<file path="src/rtl/module_hazard_fwd_ctrl.sv">
// rtl/module_hazard_fwd_ctrl.sv - RV32I 5-stage hazard/forwarding controller
// Optional perf counters enabled by defining HAZ_PERF_CNT_EN.
module module_hazard_fwd_ctrl #(
    parameter int REG_ADDR_W = 5
`ifdef HAZ_PERF_CNT_EN
    ,
    parameter int CNT_W = 32
`endif
) (
    input  logic                  clk_i,
    input  logic                  rst_n_i,
    input  logic [REG_ADDR_W-1:0] rs1_d_i,
    input  logic [REG_ADDR_W-1:0] rs2_d_i,
    input  logic [REG_ADDR_W-1:0] rd_d_i,
    input  logic                  regwrite_d_i,
    input  logic                  load_d_i,
    input  logic                  memop_d_i,
    input  logic                  pcsrc_e_i,
    input  logic                  mem_ready_i,
    output logic [1:0]            forward_a_e_o,
    output logic [1:0]            forward_b_e_o,
    output logic                  stall_f_o,
    output logic                  stall_d_o,
    output logic                  flush_d_o,
    output logic                  flush_e_o,
    output logic                  freeze_o
`ifdef HAZ_PERF_CNT_EN
    ,
    output logic [CNT_W-1:0]      stall_cnt_o,
    output logic [CNT_W-1:0]      flush_cnt_o,
    output logic [CNT_W-1:0]      freeze_cnt_o
`endif
);

    logic [REG_ADDR_W-1:0] rs1_e, rs2_e, rd_e, rd_m, rd_w;
    logic                  rw_e, ld_e, mem_e, rw_m, mem_m, rw_w;
    logic                  freeze, branch, load_use, lu_stall;

    // M result beats W result; x0 is never a forwarding source.
    function automatic logic [1:0] fwd_sel(
        input logic [REG_ADDR_W-1:0] rs,
        input logic                  wm,
        input logic [REG_ADDR_W-1:0] dm,
        input logic                  ww,
        input logic [REG_ADDR_W-1:0] dw
    );
        if (wm && (dm != '0) && (dm == rs))
            return 2'b10;
        else if (ww && (dw != '0) && (dw == rs))
            return 2'b01;
        else
            return 2'b00;
    endfunction

    always_comb begin
        freeze   = rst_n_i & mem_m & ~mem_ready_i;
        load_use = ld_e & (rd_e != '0) & ((rd_e == rs1_d_i) | (rd_e == rs2_d_i));
        branch   = rst_n_i & pcsrc_e_i & ~freeze;
        lu_stall = rst_n_i & load_use & ~pcsrc_e_i & ~freeze;
    end

    assign freeze_o  = freeze;
    assign stall_f_o = lu_stall;
    assign stall_d_o = lu_stall;
    assign flush_d_o = branch;
    assign flush_e_o = branch | lu_stall;

    assign forward_a_e_o = rst_n_i ? fwd_sel(rs1_e, rw_m, rd_m, rw_w, rd_w) : 2'b00;
    assign forward_b_e_o = rst_n_i ? fwd_sel(rs2_e, rw_m, rd_m, rw_w, rd_w) : 2'b00;

    always_ff @(posedge clk_i) begin
        if (!rst_n_i) begin
            rs1_e <= '0;
            rs2_e <= '0;
            rd_e  <= '0;
            rw_e  <= 1'b0;
            ld_e  <= 1'b0;
            mem_e <= 1'b0;
            rd_m  <= '0;
            rw_m  <= 1'b0;
            mem_m <= 1'b0;
            rd_w  <= '0;
            rw_w  <= 1'b0;
        end else if (!freeze) begin
            // A flushed or stalled E slot becomes an all-zero bubble.
            if (branch || lu_stall) begin
                rs1_e <= '0;
                rs2_e <= '0;
                rd_e  <= '0;
                rw_e  <= 1'b0;
                ld_e  <= 1'b0;
                mem_e <= 1'b0;
            end else begin
                rs1_e <= rs1_d_i;
                rs2_e <= rs2_d_i;
                rd_e  <= rd_d_i;
                rw_e  <= regwrite_d_i;
                ld_e  <= load_d_i;
                mem_e <= memop_d_i;
            end
            rd_m  <= rd_e;
            rw_m  <= rw_e;
            mem_m <= mem_e;
            rd_w  <= rd_m;
            rw_w  <= rw_m;
        end
    end

`ifdef HAZ_PERF_CNT_EN
    always_ff @(posedge clk_i) begin
        if (!rst_n_i) begin
            stall_cnt_o  <= '0;
            flush_cnt_o  <= '0;
            freeze_cnt_o <= '0;
        end else begin
            if (lu_stall)
                stall_cnt_o <= stall_cnt_o + 1'b1;
            if (branch)
                flush_cnt_o <= flush_cnt_o + 1'b1;
            if (freeze)
                freeze_cnt_o <= freeze_cnt_o + 1'b1;
        end
    end
`endif

endmodule
</file>
<file path="config.mk">
export PLATFORM = sky130hd
export DESIGN_NAME = module_hazard_fwd_ctrl
export DESIGN_NICKNAME = d
export VERILOG_FILES = /design/src/rtl/module_hazard_fwd_ctrl.sv
export SDC_FILE = /design/constraint.sdc
export NUM_CORES = 1
export LEC_CHECK = 0
export BUFFER_PORTS_ARGS = -buffer_cell sky130_fd_sc_hd__buf_2
export CAP_MARGIN = 20
export CORE_MARGIN = 1
export CORE_UTILIZATION = 50
export DETAILED_ROUTE_END_ITERATION = 7
export GPL_ROUTABILITY_DRIVEN = 0
export PLACE_DENSITY = 0.73
export SLEW_MARGIN = 20
export SYNTH_ARGS = -nofsm -noshare
export SYNTH_HDL_FRONTEND = slang
export SYNTH_SLANG_ARGS = --single-unit
export TNS_END_PERCENT = 100
</file>
<file path="constraint.sdc">
create_clock -name clk_i -period 1.7 [get_ports clk_i]
set_clock_uncertainty 0.05 [all_clocks]
set_input_delay 0.085 -clock clk_i [delete_from_list [all_inputs] [get_ports clk_i]]
set_output_delay 0.085 -clock clk_i [all_outputs]
set_load 0.02 [all_outputs]
</file>
==> reports/qor.yml, run 1 <==
yosys.area.top_type_share_pct: 38.1
synthCells: 171
numCtsBuffers: 5
port-buffer-count: 30
antenna_cells: 0
cts-root-buf: "clkbuf_4"
grt_pass1_wl_um: 6710
whs_endpoint: "rs2_e[3]$_SDFFE_PN0N_"
status: "finished, violations left"
yosys.area.top_type: "dfxtp_1"
holdWs_ns: 0.0308
io_pins: 31
grt_overflow: 0
firstDrtPassIters: 4
syn_area_sq_um: 1630
drtAntennaViolNets: 0
slew_headroom_pct: 80.2
cp_max_fo: 3
fin_total_pwr_mw: 1.72
rsz0062_at_grt: "true"
drc_errors: 0
setup_viol: 7
whs_path_depth: 3
reg2regPathDepth: 5
criticalPathCategory: "reg -> out"
area_growth_pct: 39.7
ys_top_cells_by_area: "dfxtp_1, a32oi_1, xnor2_1"
cts_tree: "yes"
syn_nets: 193
drive_gt1_share_pct: 35.3
hp-start: "rs2_d_i[3]"
synth_edf_count: 0
power_leakage_nw: 0.938
post-route-util_pct: 73.9
cp-end-kind: "output port"
drv_slew: 0
row_count: 20
dp_slack_ns: 0.0419
grt_pass1_vias: 1410
die_area_sq_um: 3490
core_area_sq_um: 3080
antenna_found_initial: 0
first_iter_violations: 69
viasPerCell: 5.70
cts_sinks: 31
num_vias: 1574
worst_pin_slew_ns: 0.295
setup_ws_ns: -0.222
avgSynthCellArea_sq_um: 9.52
worstSkewPairLatency_ns: 0.34
fin_nets: 253
max_freq_mhz: 520
synth-seq-area-share_pct: 38.1
violations: "negative setup slack"
synth_ff_type: "dfxtp_1"
post-dp-hpwl_um: 2740
power_density_nw_per_um2: 756
start_util_pct: 52.9
synth_cell_types: 30
worstHoldPathType: "in -> reg"
synth_commonest_cells: "dfxtp_1, nand2_1, a32oi_1"
reg2reg_to: "rs2_e[1]$_SDFFE_PN0N_"
wl_um: 4230
final_hold_viol_count: 0
ys_seq_elements: 31
die_h_um: 59.1
yosysMostFrequentCell: "dfxtp_1"
min_period_over_period_pct: 113
htree_levels: 2
maxCapViolations: 0
critPathRequiredTime_ns: 1.56
clk_pin_slew_ns: 0.10
cts.path.max_buffers: 2
regToRegSetupSlack_ns: 0.06
ir_drop_v: 0.000712
layout_min_cycle_time_ns: 1.92
synthArstFlopShare_pct: 0
yosysWarnings: 0
wl_per_cell_um: 15.3
track_usage_pct: 26.1
reg2reg_from: "rd_e[2]$_SDFFE_PN0N_"
die_width_um: 59.1
critPathArrivalTime_ns: 1.79
critical_path.startpoint_type: "flip-flop"
grt_max_degree: 32
## worst max-delay path by stage
stage | endpoint | slack, ns | cells after the start | startpoint
finish | flush_e_o | -0.22 | 4 | rd_e[2]$_SDFFE_PN0N_
global route | forward_a_e_o[0] | -0.32 | 5 | rd_m[1]$_SDFFE_PN0N_
CTS | forward_b_e_o[0] | -0.23 | 5 | rd_m[1]$_SDFFE_PN0N_
detailed placement | forward_b_e_o[0] | 0.04 | 5 | rd_m[1]$_SDFFE_PN0N_
global placement | forward_b_e_o[0] | 0.07 | 5 | rd_m[1]$_SDFFE_PN0N_
floorplan | forward_b_e_o[0] | -0.03 | 4 | rd_m[1]$_SDFFE_PN0N_
## where the power goes
group	total (mW)	internal (mW)	switching, mW	leakage (nW)
registers	0.853	0.785	0.0682	0.257
clock network	0.420	0.154	0.267	0.0347
logic	0.446	0.232	0.214	0.646
total	1.72	1.17	0.549	0.938
## metal layers
| layer | up-vias | global-route usage [%] | wire length (um) |
|---|---|---|---|
| met5 | - | 0 | 0 |
| met4 | 0 | 10.2 | 64 |
| met3 | 7 | 5.90 | 247 |
| met2 | 55 | 41.9 | 2130 |
| met1 | 752 | 34.1 | 1790 |
| li1 | 760 | - | - |
## per-stage QoR
stage / cell area, sq um / TNS [ns] / instances
finish: 2270 / -1.46 / 276
global route: 2270 / -2.04 / 276
CTS: 2230 / -1.51 / 275
detailed placement: 1930 / 0 / 246
global placement: 1930 / 0 / 246
floorplan: 1640 / -0.0328 / 171
## critical path, cell delays in order (launching register included)
cell,delay (ns)
dfxtp_4,0.36
or4_4,0.55
o21a_1,0.22
a31o_1,0.19
buf_6,0.13
## logic make-up (layout without fill, tap and decap cells)
| logic type | after synthesis | count (layout) | synth area share [%] |
|---|---|---|---|
| xor gates and xnor gates | 30 | 30 | 16.1 |
| and+or+nand+nor | 41 | 41 | 13.1 |
| buffers and inverters | 13 | 74 | 4.38 |
| AOI/OAI and AO/OA | 56 | 56 | 28.3 |
| DFF | 31 | 31 | 38.1 |
## layout by cell type, fill, tap and decap left out, types with 2 or more instances in the layout
| master | instances |
|---|---|
| xor2_1 | 14 |
| dfxtp_2 | 4 |
| or4_4 | 2 |
| clkinv_2 | 3 |
| dlygate4sd3_1 | 20 |
| dfxtp_1 | 26 |
| o21ai_2 | 10 |
| buf_6 | 3 |
| nand2_1 | 20 |
| o21ai_1 | 8 |
| o2111ai_1 | 2 |
| buf_12 | 3 |
| nor3_1 | 2 |
| o21a_1 | 2 |
| a32oi_1 | 18 |
| a22o_1 | 11 |
| nand3_1 | 4 |
| buf_4 | 14 |
| o21ai_4 | 2 |
| nor4_2 | 4 |
| buf_2 | 26 |
| and2_1 | 3 |
| clkbuf_4 | 5 |
| xnor2_1 | 16 |
## sequential cells by signal (all words and copies together), names as in the netlist
signal  count
ld_e        1
mem_e       1
mem_m       1
rd_e        5
rd_m        5
rd_w        5
rs1_e       5
rs2_e       5
rw_e        1
rw_m        1
rw_w        1
## final cells by class
type / count / area [sq um]
sequential: 31 / 629
fill: 232 / 803
clock buffer: 5 / 37.5
tap: 44 / 55.1
clock inverter: 3 / 15.0
timing repair buffer: 66 / 529
multi-input combinational: 127 / 1010
## timing repair
action	CTS	global route
hold buffers	20	0
buffers inserted	1	1
resized for setup	13	9
pin swaps	3	5
endpoints found under the hold margin	19	0
endpoints found under the setup margin	8	8
No activity file was read; power rests on OpenSTA's default activity.
==> run 2: changes to the inputs <==
clock period = 1.8 ns   (was 1.7 ns; I/O delays follow)
==> reports/qor.yml, run 2 (same netlist as run 1, synthesis figures left out) <==
status: "finished, violations left"  # unchanged
violations: "negative setup slack"  # unchanged
reg2regPathDepth: 6  # was 5
viasPerCell: 5.71  # was 5.70
critPathRequiredTime_ns: 1.66  # was 1.56 ns
cp_max_fo: 2  # was 3
cp-startpoint: "rd_m[1]$_SDFFE_PN0N_"  # was rd_e[2]$_SDFFE_PN0N_
critical_path.startpoint_type: "flip-flop"  # unchanged
setup_ws_ns: -0.141  # was -0.222 ns
whs_endpoint: "rs2_e[1]$_SDFFE_PN0N_"  # was rs2_e[3]$_SDFFE_PN0N_
cts.path.max_buffers: 2  # unchanged
max_stage_delay_ns: 0.54  # was 0.55 ns
antenna_found_initial: 0  # unchanged
cp.buffers_inverters: 1  # unchanged
critPathArrivalTime_ns: 1.80  # was 1.79 ns
cts-root-buf: "clkbuf_4"  # unchanged
htree_levels: 2  # unchanged
power_leakage_nw: 0.956  # was 0.938 nW
port-buffer-count: 30  # unchanged
die_area_sq_um: 3490  # unchanged
final_hold_viol_count: 0  # unchanged
worstSkewPairLatency_ns: 0.33  # was 0.34 ns
core_area_sq_um: 3080  # unchanged
firstDrtPassIters: 4  # unchanged
first_iter_violations: 62  # was 69
num_vias: 1587  # was 1,574
wl_um: 4410  # was 4230 um
max_freq_mhz: 515
path_delay_family: "simple AND/OR/NAND/NOR gates"  # unchanged
fillerInstances: 219  # was 232
grt_max_degree: 21  # was 32
crit_top_cell: "nor4_2"
numCtsBuffers: 5  # unchanged
antenna_cells: 0  # unchanged
start_util_pct: 52.9  # unchanged
worst_pin_slew_ns: 0.410  # was 0.295 ns
whs_path_depth: 3  # unchanged
drtAntennaViolNets: 0  # unchanged
grt_overflow: 0  # unchanged
maxCapViolations: 0  # unchanged
setup_viol: 7  # unchanged
cts_tree: "yes"  # unchanged
reg2reg_from: "rd_e[2]$_SDFFE_PN0N_"  # unchanged
die_width_um: 59.1  # unchanged
clk_pin_slew_ns: 0.11  # was 0.10 ns
regToRegSetupSlack_ns: 0.07  # was 0.06 ns
slowest_stage: "or4_4"  # unchanged
worstHoldPathType: "in -> reg"  # unchanged
post-dp-hpwl_um: 2880  # was 2740 um
wl_per_cell_um: 15.9  # was 15.3 um
die_h_um: 59.1  # unchanged
ir_drop_v: 0.000520  # was 0.000712 V
fin_total_pwr_mw: 1.72  # about the same
hp-start: "rs2_d_i[1]"  # was rs2_d_i[3]
drc_errors: 0  # unchanged
row_count: 20  # unchanged
final.setup.tns_ns: -0.685  # was -1.46 ns
mostFrequentLayoutCell: "buf_2"
layout_min_cycle_time_ns: 1.94
track_usage_pct: 28.6  # was 26.1%
drive_gt1_share_pct: 38.9  # was 35.3%
min_period_over_period_pct: 108
power_density_nw_per_um2: 746  # was 756 nW/um^2
cts_sinks: 31  # unchanged
holdWs_ns: 0.0490  # was 0.0308 ns
slew_headroom_pct: 72.6  # was 80.2%
drv_slew: 0  # unchanged
most-common-layout-cells: "buf_2, dfxtp_1, nand2_1, dlygate4sd3_1"  # was buf_2, dfxtp_1, nand2_1, dlygate4sd3_1, a32oi_1
rsz0062_at_grt: "true"  # unchanged
fin_nets: 255  # was 253
area_growth_pct: 42.0  # was 39.7%
cp-end-kind: "output port"  # unchanged
grt_pass1_wl_um: 7270  # was 6710 um
io_pins: 31  # unchanged
crit_chain: "or4_4, o21ai_4, nor4_2, nor4_2, buf_4"  # was or4_4, o21a_1, a31o_1, buf_6
criticalPathCategory: "reg -> out"  # unchanged
grt_pass1_vias: 1525  # was 1,410
reg2reg_to: "rs2_e[1]$_SDFFE_PN0N_"  # unchanged
dp_slack_ns: 0.105  # was 0.0419 ns
run 2: cell count changes in the layout (fill, tap and decap cells not counted), sizes merged:
| cell | delta |
|---|---|
| buf | +2 |
| clkbuf | +2 |
| clkinv | -3 |
| clkinvlp | +1 |
run 2: worst max path at each step:
stage	to	slack, ns	depth (start not counted)
floorplan	stall_f_o	0.04	5
global placement	forward_b_e_o[0]	0.16	5
detailed placement	forward_b_e_o[0]	0.11	5
CTS	flush_e_o	-0.15	4
global route	forward_a_e_o[0]	-0.19	5
finish	forward_b_e_o[0]	-0.14	5
run 2: area by class of cell:
cell class	instances	area [sq um]	area share (%)
timing repair buffer	68	526	22.7
clock buffer	7	65.1	2.82
clock inverter	1	7.51	0.325
multi-input combinational	127	1020	44.3
sequential	31	634	27.4
tap	44	55.1	2.38
run 2: power by group:
group,internal (mW),switching [mW],leakage [nW]
clock network,0.228,0.255,0.0375
logic,0.225,0.206,0.659
registers,0.743,0.0681,0.259
total,1.20,0.529,0.956
run 2: routing by layer:
layer	vias to the layer above	wire (um)	global-route usage, %
li1	766	-	-
met1	765	1940	34.4
met2	46	2210	47.9
met3	10	162	6.55
met4	0	94	13.9
met5	-	0	0
run 2: timing repair:
item / in CTS / in global routing
setup buffers: 1 / 4
hold buffers: 19 / 1
pin swaps: 6 / 6
gates resized for setup: 17 / 13
endpoints found under the setup margin: 7 / 8
endpoints found under the hold margin: 18 / 1
run 2: worst reg2reg max path: stages, from the launching register on:
cell and delay [ns]:
dfxtp_4 0.38, or4_4 0.52, buf_4 0.16, o21ai_4 0.18, buf_4 0.19, a32oi_1 0.12
o21ai_2 0.07
run 2: through the flow:
stage	instances	cell area (sq um)	util, %
2_1_floorplan	171	1640	-
3_3_place_gp	245	1900	61.6
3_5_place_dp	245	1900	61.6
4_1_cts	273	2230	72.3
5_1_grt	278	2310	75.1
6_report	278	2310	75.1
